**src/rtl/irq_event_collector.sv**
```systemverilog
// Per-source event latch with a coalescing delay, presenting a registered irq vector
// to the interrupt-capable register bank, which acknowledges it with irq_reset.
module irq_event_collector #(
    parameter int                 num_irq     = 1,
    parameter logic [num_irq-1:0] edge_mask   = {num_irq{1'b1}},
    parameter int                 count_width = 16
) (
    input  logic                   clk,
    input  logic                   rst,
    input  logic [num_irq-1:0]     event_in,
    input  logic [num_irq-1:0]     irq_enable,
    input  logic [count_width-1:0] coalesce_cycles,
    input  logic                   irq_reset,
    output logic [num_irq-1:0]     irq,
    output logic [num_irq-1:0]     overflow
);

    typedef enum logic [1:0] {IDLE, WAIT, ASSERT} state_t;

    state_t                 state_q, state_d;
    logic [count_width-1:0] cnt_q, cnt_d;
    logic [num_irq-1:0]     event_prev_q;
    logic [num_irq-1:0]     pending_q, pending_d;
    logic [num_irq-1:0]     overflow_q, overflow_d;
    logic [num_irq-1:0]     irq_q, irq_d;
    logic [num_irq-1:0]     hit, live, ack_clr;

    assign hit  = (event_in & ~event_prev_q & edge_mask) | (event_in & ~edge_mask);
    assign live = pending_q & irq_enable;

    // A hit coinciding with its own acknowledge keeps the bit pending without flagging overflow.
    always_comb begin
        pending_d  = (pending_q & ~ack_clr) | hit;
        overflow_d = (overflow_q & ~ack_clr) | (hit & pending_q & ~ack_clr);
    end

    always_ff @(posedge clk) begin
        if (rst) begin
            state_q      <= IDLE;
            cnt_q        <= '0;
            event_prev_q <= '0;
            pending_q    <= '0;
            overflow_q   <= '0;
            irq_q        <= '0;
        end else begin
            state_q      <= state_d;
            cnt_q        <= cnt_d;
            event_prev_q <= event_in;
            pending_q    <= pending_d;
            overflow_q   <= overflow_d;
            irq_q        <= irq_d;
        end
    end

    always_comb begin
        state_d = state_q;
        cnt_d   = cnt_q;
        unique case (state_q)
            IDLE: begin
                if (|live) begin
                    if (coalesce_cycles == '0) begin
                        state_d = ASSERT;
                    end else begin
                        state_d = WAIT;
                        cnt_d   = coalesce_cycles - 1'b1;
                    end
                end
            end
            WAIT: begin
                if (cnt_q == '0) state_d = ASSERT;
                else             cnt_d   = cnt_q - 1'b1;
            end
            ASSERT: begin
                if (irq_reset || !(|live)) state_d = IDLE;
            end
            default: state_d = IDLE;
        endcase
    end

    // Acknowledge clears only what the bank actually saw in irq.
    always_comb begin
        ack_clr = (state_q == ASSERT && irq_reset) ? irq_q : '0;
        irq_d   = (state_q == ASSERT && state_d == ASSERT) ? live : '0;
    end

    assign irq      = irq_q;
    assign overflow = overflow_q;

endmodule

```
**config.mk**
```make
export PLATFORM = sky130hd
export DESIGN_NAME = irq_event_collector
export DESIGN_NICKNAME = d
export VERILOG_FILES = /design/src/rtl/irq_event_collector.sv
export SDC_FILE = /design/constraint.sdc
export NUM_CORES = 1
export LEC_CHECK = 0
export BUFFER_PORTS_ARGS = -buffer_cell sky130_fd_sc_hd__buf_2
export CAP_MARGIN = 20
export CELL_PAD_IN_SITES_DETAIL_PLACEMENT = 2
export CELL_PAD_IN_SITES_GLOBAL_PLACEMENT = 2
export CORE_UTILIZATION = 36
export CTS_BUF_LIST = sky130_fd_sc_hd__clkbuf_4
export DETAILED_ROUTE_END_ITERATION = 10
export GPL_TIMING_DRIVEN = 0
export PLACE_DENSITY = 0.95
export SLEW_MARGIN = 15
export SYNTH_ARGS = -nofsm -noshare
export SYNTH_HDL_FRONTEND = slang
export SYNTH_SLANG_ARGS = --single-unit
export TNS_END_PERCENT = 1
```
**constraint.sdc**
```tcl
create_clock -name clk -period 5.65 [get_ports clk]
set_clock_uncertainty 0.1 [all_clocks]
set_input_delay 0.2825 -clock clk [delete_from_list [all_inputs] [get_ports clk]]
set_output_delay 0.2825 -clock clk [all_outputs]
set_load 0.05 [all_outputs]
```
==> flow_metrics.py <==
metrics = {
    "run_status": {
        "status": "finished clean",
    },
    "critical_path": {
        "cp_slowest_cell": "dfxtp_1",
        "cp.required_ns": 5.83,
        "critPathMaxStageDelay_ns": 0.50,
        "cp_num_cells": 11,
        "cp-start-kind": "register",
        "worstPathCellList": "nand2b_4 -> buf_4 -> clkbuf_1 -> mux2i_1 -> ha_1 -> buf_4 -> nand4b_1 -> o21a_1 -> o31ai_1 -> or3b_2 -> a21oi_1",
        "cp_num_buf_inv": 3,
        "worst-setup-path-type": "register to register",
        "endpoint_kind": "register",
        "critPathMostFrequentCell": "buf_4",
        "cp.arrival_ns": 3.65,
        "reg2reg_depth": 11,
        "critical-path-top-delay-family": "simple AND/OR/NAND/NOR gates",
        "critPathMaxFanout": 10,
    },
    "drt": {
        "drc": 0,
        "drtAntennaViolNets": 0,
        "drtIter0Drc": 121,
        "vias_per_cell": 6.57,
        "wirelength_mm": 6.70,
        "dr_total_vias": 1872,
        "wl_per_cell_um": 23.5,
        "drt-pass1-iter-count": 4,
    },
    "finish": {
        "diodes": 0,
        "fillers": 494,
        "multi_input_area_um2": 1040,
        "regArea_um2": 440,
        "drive_above_1_share_pct": 15.7,
        "fin_util_pct": 43.7,
        "syn_to_final_growth_pct": 14.4,
        "final_nets": 258,
        "design_area_um2": 1790,
    },
    "floorplanning": {
        "ioPinCount": 23,
        "coreArea_um2": 4090,
        "die_y_um": 67.8,
        "die_w_um": 67.8,
        "initial_core_util_pct": 38.2,
        "core.rowCount": 23,
        "die_area_um2": 4600,
    },
    "clocking": {
        "clk_pin_slew_ns": 0.16,
        "cts-resized-gates": 0,
        "postCtsSetupBuffers": 0,
        "root_buffer": "clkbuf_4",
        "htree_num_levels": 1,
        "clockBufferDepth": 2,
        "cts-buffers-inserted": 3,
        "clock-sinks": 22,
        "hold_buffers": 0,
        "cts_tree": "built",
        "clock_latency_ns": 0.34,
    },
    "logic_synthesis": {
        "syn_area_per_cell_um2": 7.47,
        "ys_seq_area_share_pct": 28.2,
        "synth_top_area_share_pct": 28.2,
        "syn_inst": 209,
        "synth_edf_count": 0,
        "synthTopCellsByArea": "dfxtp_1 (28%), nor2_1 (5.3%), nand2_1 (4.6%)",
        "yosysWarnings": 0,
        "async_reset_ff_share_pct": 0,
        "synth_nets": 231,
        "syn_area_um2": 1560,
        "yosys-top-cells-count": "dfxtp_1 (22), nor2_1 (22), nand2_1 (19)",
        "yosysTopAreaCell": "dfxtp_1",
        "ys_ff_latch": 22,
        "ys.flop_type": "dfxtp_1",
        "netlist-cell-type-count": 50,
    },
    "place": {
        "hpwl_mm": 4.79,
        "gp_congestion": 0.906,
        "placed_cell_area_um2": 1730,
        "numPortBuffers": 22,
    },
    "pwr": {
        "power_density_nw_per_um2": 261,
        "irDropWorstVdd_mv": 0.0873,
        "power_leakage_nw": 0.625,
    },
    "timing": {
        "setup_viol": 0,
        "min_period_ns": 3.48,
        "rsz0062_at_grt": "false",
        "fmax_ghz": 0.288,
        "finalMaxSlewViolations": 0,
        "tns_ns": 0,
        "worst_pin_slew_ns": 0.852,
        "finalCritPeriodShare_pct": 61.6,
        "holdWs_ns": 0.0478,
        "finalHoldViolCount": 0,
        "relSlewSlack_pct": 42.7,
    },
    "grt": {
        "grt_max_degree": 14,
        "antenna_found_initial": 0,
        "grt_use_total_pct": 31.0,
        "grt-ovfl-total": 0,
        "grt_pass1_vias": 1896,
        "grt_pass1_wl_mm": 10.1,
    },
    "min_path": {
        "min_path_cells": 2,
        "worstHoldPathType": "input pin to register",
    },
    "job": {
        "cap_violations": 0,
    },
}
-- per-layer routing --
layer	wire length, um	part of all wire, %	track usage (%)	vias to the layer above
li1	-	-	-	849
met1	2900	43	37.3	936
met2	3290	49	54.8	65
met3	316	4.7	5.00	22
met4	189	2.8	11.7	0
met5	0	0	0	-
-- area by class of cell --
class | count | share of cell area [%]
multi-input cells | 169 | 58.2
flip-flops and latches | 22 | 24.7
repair buffers | 22 | 6.17
plain buffers | 15 | 3.85
well taps | 50 | 3.50
clock inverters | 1 | 1.68
clock buffers | 3 | 1.26
inverters | 3 | 0.631
-- kinds of logic after synthesis --
logic type	synth area share, %
AND/OR/NAND/NOR	32.2
AO/OA/AOI/OAI	26.2
flip-flops	28.2
buffers and inverters	5.13
multiplexers	7.38
adder cells (fa/ha/maj)	0.802
-- state kept, by name, indices dropped and copies added, names as in the netlist --
| register | cells |
|---|---|
| irq | 1 |
| cnt_q | 16 |
| pending_q | 1 |
| state_q | 2 |
| overflow | 1 |
| event_prev_q | 1 |
-- power breakdown --
group          switching [W]  internal, W  total [W]
Sequential         0.0000159     0.000168   0.000184
Clock              0.0000620    0.0000718   0.000134
Combinational      0.0000976    0.0000503   0.000148
Total               0.000176     0.000290   0.000465
-- placed cells by master (no fill, tap or decap), types with 3 or more instances in the layout --
cell type  netlist  layout
nor3_1          10      10
a21oi_1         14      14
buf_2            1      23
or4_1            4       4
mux2i_1          7       7
o21ai_0         13      13
a31oi_1         10      10
dfxtp_1         22      22
a211oi_1         3       3
buf_4            3       3
nand2_1         19      19
nand3_1          8       8
nor2_1          22      22
nor4_1           7       7
inv_1            3       3
a22o_1           3       3
o311ai_0         3       3
nor3b_1          3       3
clkbuf_4         0       3
clkbuf_1        11      11
mux2_2           3       3
-- final timing paths --
path	slack, ns	end	startpoint
hold reg to reg	0.41	cnt_q[14]$_SDFFE_PP0P_	cnt_q[14]$_SDFFE_PP0P_
hold / removal	0.05	event_prev_q$_SDFF_PP0_	rst
setup / recovery	2.17	cnt_q[10]$_SDFFE_PP0P_	state_q[1]$_SDFF_PP0_
setup reg to reg	2.17	cnt_q[10]$_SDFFE_PP0P_	state_q[1]$_SDFF_PP0_
-- metrics by stage --
stage	worst slack [ns]	power, W	std cells
2_1_floorplan	3.00	0.000273	209
3_3_place_gp	2.45	0.000318	281
3_5_place_dp	2.39	0.000327	281
4_1_cts	2.25	0.000463	285
5_1_grt	2.10	0.000480	285
6_report	2.17	0.000465	285
Power figures use the tool's default switching activity.
